### src/rtl/cond_pkg.sv
// Shared ALU-op and branch-condition encodings for the ALU and the condition/flag unit.
package cond_pkg;

   typedef enum logic [3:0] {
      COND_EQ = 4'h0, COND_NE = 4'h1, COND_HS = 4'h2, COND_LO = 4'h3,
      COND_MI = 4'h4, COND_PL = 4'h5, COND_VS = 4'h6, COND_VC = 4'h7,
      COND_HI = 4'h8, COND_LS = 4'h9, COND_GE = 4'hA, COND_LT = 4'hB,
      COND_GT = 4'hC, COND_LE = 4'hD, COND_AL = 4'hE, COND_NV = 4'hF
   } cond_t;

   typedef enum logic [1:0] {
      BR_NONE   = 2'b00,
      BR_COND   = 2'b01,
      BR_CBZ    = 2'b10,
      BR_UNCOND = 2'b11
   } br_type_t;

   localparam logic [2:0] ALU_PASS_B   = 3'b000;
   localparam logic [2:0] ALU_ADD      = 3'b010;
   localparam logic [2:0] ALU_SUBTRACT = 3'b011;
   localparam logic [2:0] ALU_AND      = 3'b100;
   localparam logic [2:0] ALU_OR       = 3'b101;
   localparam logic [2:0] ALU_XOR      = 3'b110;

   // Only arithmetic and logical ops write flags; PASS_B and unused codes never do.
   function automatic logic flag_op_legal(input logic [2:0] cntrl);
      return (cntrl == ALU_ADD) || (cntrl == ALU_SUBTRACT) || (cntrl == ALU_AND) ||
             (cntrl == ALU_OR)  || (cntrl == ALU_XOR);
   endfunction

   function automatic logic flag_op_arith(input logic [2:0] cntrl);
      return (cntrl == ALU_ADD) || (cntrl == ALU_SUBTRACT);
   endfunction

endpackage

### src/rtl/cond_eval.sv
// Combinational ARM condition-code evaluation on an NZCV nibble (bit 3 = N .. bit 0 = V).
module cond_eval
   import cond_pkg::*;
(
   input  logic [3:0] flags,
   input  logic [3:0] cond,
   output logic       taken
);

   logic n, z, c, v;

   assign n = flags[3];
   assign z = flags[2];
   assign c = flags[1];
   assign v = flags[0];

   always_comb begin
      taken = 1'b0;
      case (cond_t'(cond))
         COND_EQ: taken = z;
         COND_NE: taken = ~z;
         COND_HS: taken = c;
         COND_LO: taken = ~c;
         COND_MI: taken = n;
         COND_PL: taken = ~n;
         COND_VS: taken = v;
         COND_VC: taken = ~v;
         COND_HI: taken = c & ~z;
         COND_LS: taken = ~(c & ~z);
         COND_GE: taken = (n == v);
         COND_LT: taken = (n != v);
         COND_GT: taken = ~z & (n == v);
         COND_LE: taken = ~(~z & (n == v));
         COND_AL: taken = 1'b1;
         COND_NV: taken = 1'b1;
         default: taken = 1'b0;
      endcase
   end

endmodule

### src/rtl/cond_flag_unit.sv
// NZCV flags register with same-cycle EX->ID bypass, branch resolution for the ID
// instruction, and saturating branch/taken performance counters.
module cond_flag_unit
   import cond_pkg::*;
#(
   parameter int COUNT_W = 16
) (
   input  logic               clk,
   input  logic               reset,
   input  logic               stall,
   input  logic               flush,
   input  logic               ex_set_flags,
   input  logic [2:0]         ex_cntrl,
   input  logic               ex_negative,
   input  logic               ex_zero,
   input  logic               ex_overflow,
   input  logic               ex_carry_out,
   input  logic [1:0]         id_br_type,
   input  logic [3:0]         id_br_cond,
   input  logic               id_reg_zero,
   output logic               take_branch,
   output logic [3:0]         flags_q,
   output logic [COUNT_W-1:0] branch_count,
   output logic [COUNT_W-1:0] taken_count
);

   logic       set_live;
   logic [3:0] new_flags;
   logic [3:0] eff_flags;
   logic       cond_taken;
   logic       is_branch;

   // Bypass ignores stall so a held B.cond still resolves against the EX result.
   assign set_live  = ex_set_flags & ~flush & flag_op_legal(ex_cntrl);
   assign new_flags = flag_op_arith(ex_cntrl) ?
                      {ex_negative, ex_zero, ex_carry_out, ex_overflow} :
                      {ex_negative, ex_zero, 2'b00};
   assign eff_flags = set_live ? new_flags : flags_q;
   assign is_branch = (br_type_t'(id_br_type) != BR_NONE);

   cond_eval u_cond_eval (
      .flags (eff_flags),
      .cond  (id_br_cond),
      .taken (cond_taken)
   );

   always_comb begin
      take_branch = 1'b0;
      case (br_type_t'(id_br_type))
         BR_NONE:   take_branch = 1'b0;
         BR_COND:   take_branch = cond_taken;
         BR_CBZ:    take_branch = id_reg_zero;
         BR_UNCOND: take_branch = 1'b1;
         default:   take_branch = 1'b0;
      endcase
   end

   always_ff @(posedge clk) begin
      if (reset) begin
         flags_q      <= 4'b0000;
         branch_count <= '0;
         taken_count  <= '0;
      end else if (!stall) begin
         if (set_live)
            flags_q <= new_flags;
         // Flush kills only the EX op; the ID branch is still counted.
         if (is_branch && (branch_count != {COUNT_W{1'b1}}))
            branch_count <= branch_count + COUNT_W'(1);
         if (take_branch && (taken_count != {COUNT_W{1'b1}}))
            taken_count <= taken_count + COUNT_W'(1);
      end
   end

endmodule

### config.mk
export PLATFORM = sky130hd
export DESIGN_NAME = cond_flag_unit
export DESIGN_NICKNAME = d
export VERILOG_FILES = /design/src/rtl/cond_pkg.sv /design/src/rtl/cond_eval.sv /design/src/rtl/cond_flag_unit.sv
export SDC_FILE = /design/constraint.sdc
export NUM_CORES = 1
export LEC_CHECK = 0
export ABC_AREA = 1
export CELL_PAD_IN_SITES_DETAIL_PLACEMENT = 0
export CELL_PAD_IN_SITES_GLOBAL_PLACEMENT = 1
export CORE_MARGIN = 2
export CORE_UTILIZATION = 34
export CTS_CLUSTER_SIZE = 40
export DETAILED_ROUTE_END_ITERATION = 7
export PLACE_DENSITY_LB_ADDON = 0.1
export SKIP_LAST_GASP = 1
export SLEW_MARGIN = 20
export SYNTH_ARGS = -nofsm -noshare
export SYNTH_HDL_FRONTEND = slang
export SYNTH_HIERARCHICAL = 1
export SYNTH_SLANG_ARGS = --single-unit
### constraint.sdc
create_clock -name clk -period 3.4 [get_ports clk]
set_input_delay 0.68 -clock clk [delete_from_list [all_inputs] [get_ports clk]]
set_output_delay 0.68 -clock clk [all_outputs]
set_load 0.02 [all_outputs]
==> flow_metrics.py <==
metrics = {
    "pwr": {
        "p_seq_frac": 0.461,
        "combinationalPowerShare": 0.208,
        "vdd_drop_max_mv": 0.171,
        "power-per-cell-area_nw_per_um2": 296,
        "total_power_mw": 0.962,
        "power_leakage_nw": 1.37,
        "p_switching_mw": 0.277,
        "power_frac_clock": 0.332,
        "switching_share": 0.288,
        "internal_power_consumption_mw": 0.685,
    },
    "run_status": {
        "outcome": "completed",
    },
    "sta": {
        "final_max_slew_viol_count": 0,
        "layout_setup_ws_ns": 0.181,
        "fin_skew_ns": 0.00638,
        "max-slew-margin-rel": 0.478,
        "worst-slew-pin-transition_ns": 0.781,
        "timing.final.hold_violations": 0,
        "clock.fmax_mhz": 311,
        "finalHoldWorstSlack_ns": 0.503,
        "min_period_ns": 3.22,
        "post-route-period-util": 0.947,
        "tns_ns": 0,
        "setup_viol": 0,
    },
    "placed_design": {
        "buffers_added_on_ports": 55,
        "hpwlAfterDp_mm": 4.47,
        "placed_cells_incl_taps": 527,
        "placement.setup.worst_slack_ns": -0.706,
        "finalWeightedCongestion": 0.837,
        "dpl-instance-area_um2": 3060,
    },
    "floorplan": {
        "die_w_um": 87.4,
        "io-pin-count": 56,
        "die-area_um2": 7630,
        "floorplan.rows": 30,
        "floorplan.die.height_um": 87.4,
        "initial_core_util": 0.350,
        "fp.coreArea_um2": 6760,
    },
    "layout": {
        "final_util": 0.481,
        "postLayoutCellArea_um2": 3250,
        "insertedDiodeCount": 0,
        "multi_input_gate_area_in_the_final_layout_um2": 1470,
        "seqCellArea_um2": 721,
        "post_route_cells_drive_above_1_share": 0.147,
        "areaGrowthSynthToFinish_pct": 37.5,
        "nets": 477,
        "fillerInstances": 704,
        "layout.cells.non_filler": 536,
    },
    "clock_tree": {
        "worst_setup_hold_path_clk_slew_ns": 0.07,
        "ctsRootBufferMaster": "sky130_fd_sc_hd__clkbuf_8",
        "cts_tree": "built",
        "worstSkewPairLatency_ns": 0.28,
        "tritoncts.num_buffers": 5,
        "cts-root-to-sink-buffers": 2,
        "ctsHoldBuffers": 0,
        "clock_sink_count": 36,
        "h-tree-depth": 2,
    },
    "critical_path": {
        "r2r-start": "flags_q[3]",
        "cp_max_fo": 5,
        "critical_path.endpoint_type": "output port",
        "reg2reg_slack_ns": 1.24,
        "r2r-end": "taken_count[13]",
        "kind_of_launch_point_of_the_worst_setup_path": "input port",
        "timing.critical_path.arrival_ns": 2.54,
        "critical_path_required_ns": 2.72,
        "reg2regPathDepth": 18,
        "path_class": "input port to output port",
    },
    "yosys": {
        "synthesis.instances": 387,
        "synthDistinctLibCells": 26,
        "mappedNetlistNets": 409,
        "leading_post_synthesis_cells_by_cell_area": "sky130_fd_sc_hd__dfxtp_1 (30%), sky130_fd_sc_hd__nand2_1 (18%), sky130_fd_sc_hd__nor2_1 (10%), sky130_fd_sc_hd__nand3_1 (7.8%), sky130_fd_sc_hd__inv_1 (7.5%)",
        "synth_top_cell_area_share": 0.305,
        "netlist.top_cell.by_area": "sky130_fd_sc_hd__dfxtp_1",
        "yosysWarningCount": 6,
        "number_of_enable_type_register_cells_in_the_synthesized_netlist": 0,
        "synth-seq-cells": 36,
        "postSynth.asyncResetShare": 0,
        "syn-cell-area_um2": 2360,
        "avgSynthCellArea_um2": 6.11,
        "synth_sequential_area_ratio": 0.305,
        "postSynth.topFlopCell": "sky130_fd_sc_hd__dfxtp_1",
    },
    "routing": {
        "detail_route.wl_per_cell_um": 11.6,
        "vias_per_cell": 4.67,
        "drt_first_pass_iters": 4,
        "drc_violations_left": 0,
        "drt.antenna.violating_nets": 0,
        "vias": 2503,
        "drtIter0Drc": 68,
        "drt_wl_total_mm": 6.22,
    },
    "grt": {
        "grt_first_pass_wirelength_mm": 10.3,
        "first_global_vias": 2343,
        "global_route.overflow_total": 0,
        "pin_count_of_the_biggest_net_entering_global_routing": 23,
        "initial_antenna_violation_count": 0,
        "groute.usage.overall": 0.168,
    },
    "hold_path": {
        "hold_start": "branch_count[0]",
        "min_delay_worst_endpoint": "branch_count[0]",
        "cells_on_worst_hold_path": 2,
        "worst_hold_path_type": "register to register",
    },
    "run": {
        "max_cap_viol_count": 0,
    },
}
[synthesized netlist by cell type (3+ instances only)]
master                    instances
sky130_fd_sc_hd__a21oi_1         21
sky130_fd_sc_hd__a21oi_2          6
sky130_fd_sc_hd__buf_2            3
sky130_fd_sc_hd__buf_6            3
sky130_fd_sc_hd__dfxtp_1         36
sky130_fd_sc_hd__ha_1             3
sky130_fd_sc_hd__inv_1           47
sky130_fd_sc_hd__inv_2            3
sky130_fd_sc_hd__nand2_1        115
sky130_fd_sc_hd__nand2_2          4
sky130_fd_sc_hd__nand3_1         37
sky130_fd_sc_hd__nand4_1          4
sky130_fd_sc_hd__nor2_1          63
sky130_fd_sc_hd__nor3_1           5
sky130_fd_sc_hd__o21ai_0          9
sky130_fd_sc_hd__xnor2_1          3
sky130_fd_sc_hd__xor2_1          12
[metal layers]
| metal | track usage | up-vias | wire (um) |
|---|---|---|---|
| li1 | - | 1342 | - |
| met1 | 0.200 | 1102 | 2770 |
| met2 | 0.302 | 52 | 3130 |
| met3 | 0.0313 | 7 | 221 |
| met4 | 0.0503 | 0 | 91 |
| met5 | 0 | - | 0 |
[timing repair]
action                                  in CTS  in global routing
pin swaps                                    4                 14
setup buffers                                0                  2
gates resized for setup                     16                 30
endpoints found under the setup margin       1                  1
[power by group through the flow]
| stage | clock [mW] | combinational (mW) | sequential, mW |
|---|---|---|---|
| floorplan | 0 | 0.0906 | 0.463 |
| global placement | 0 | 0.182 | 0.453 |
| detailed placement | 0 | 0.182 | 0.453 |
| CTS | 0.336 | 0.187 | 0.443 |
| global route | 0.347 | 0.222 | 0.445 |
| finish | 0.319 | 0.200 | 0.443 |
[registers in the layout (all words and copies together), names as in the netlist]
register and count:
branch_count 16, taken_count 16, flags_q 4
[cell type report]
class | instances | area share
sequential | 36 | 0.222
clock buffer | 8 | 0.0277
multi-input combinational | 291 | 0.453
timing repair buffer | 70 | 0.207
tap | 80 | 0.0308
inverter | 51 | 0.0604
[critical path, cell delays in order]
cell and delay [ns]:
sky130_fd_sc_hd__clkdlybuf4s15_1 0.18, sky130_fd_sc_hd__ha_1 0.29, sky130_fd_sc_hd__nand2_1 0.07, sky130_fd_sc_hd__nand2_2 0.09, sky130_fd_sc_hd__inv_4 0.11, sky130_fd_sc_hd__nand3_2 0.09
sky130_fd_sc_hd__nand2_4 0.11, sky130_fd_sc_hd__inv_2 0.06, sky130_fd_sc_hd__buf_4 0.12, sky130_fd_sc_hd__nand3_1 0.07, sky130_fd_sc_hd__nand3_1 0.08, sky130_fd_sc_hd__nor2_1 0.12
sky130_fd_sc_hd__nand3_1 0.09, sky130_fd_sc_hd__nand2_1 0.06, sky130_fd_sc_hd__nand2_1 0.06, sky130_fd_sc_hd__o21ai_2 0.07, sky130_fd_sc_hd__inv_2 0.06, sky130_fd_sc_hd__buf_6 0.13
[how the worst max path moves through the flow]
stage,endpoint,depth (start not counted),slack (ns),from
finish,take_branch,18,0.18,ex_cntrl[1]
global route,take_branch,18,-0.001,ex_cntrl[1]
CTS,take_branch,22,0.09,ex_cntrl[0]
floorplan,take_branch,18,0.39,ex_cntrl[2]
detailed placement,take_branch,21,-0.71,ex_cntrl[2]
global placement,take_branch,21,-0.69,ex_cntrl[2]
[layout by cell type, fill, tap and decap left out]
cell type                           n
sky130_fd_sc_hd__buf_6              3
sky130_fd_sc_hd__dlymetal6s2s_1     2
sky130_fd_sc_hd__nand3_4            1
sky130_fd_sc_hd__inv_4              2
sky130_fd_sc_hd__clkdlybuf4s50_1   50
sky130_fd_sc_hd__nor3_2             1
sky130_fd_sc_hd__clkbuf_2           1
sky130_fd_sc_hd__nand4_1            4
sky130_fd_sc_hd__buf_4             13
sky130_fd_sc_hd__a21oi_2            6
sky130_fd_sc_hd__xnor2_1            3
sky130_fd_sc_hd__o21ai_2            2
sky130_fd_sc_hd__nand2_4            3
sky130_fd_sc_hd__nor2_4             2
sky130_fd_sc_hd__o21ai_4            1
sky130_fd_sc_hd__clkdlybuf4s15_1    1
sky130_fd_sc_hd__a21oi_1           21
sky130_fd_sc_hd__nand2_2            9
sky130_fd_sc_hd__inv_2              6
sky130_fd_sc_hd__clkbuf_1           2
sky130_fd_sc_hd__nor2_1            61
sky130_fd_sc_hd__nor2_2             4
sky130_fd_sc_hd__nor3_1             5
sky130_fd_sc_hd__nand2_1          107
sky130_fd_sc_hd__nand3_1           32
sky130_fd_sc_hd__ha_1               3
sky130_fd_sc_hd__clkinv_1           1
sky130_fd_sc_hd__nand3_2            7
sky130_fd_sc_hd__inv_1             42
sky130_fd_sc_hd__clkbuf_8           6
sky130_fd_sc_hd__o21ai_0            7
sky130_fd_sc_hd__xor2_1            12
sky130_fd_sc_hd__dfxtp_1           36
[kinds of logic after synthesis]
group           share of synthesized area
compound gates                     0.0879
buf+inv                             0.108
simple gates                        0.428
fa+ha+maj                          0.0159
flops                               0.305
xor+xnor                           0.0556
Power figures use the tool's default switching activity.
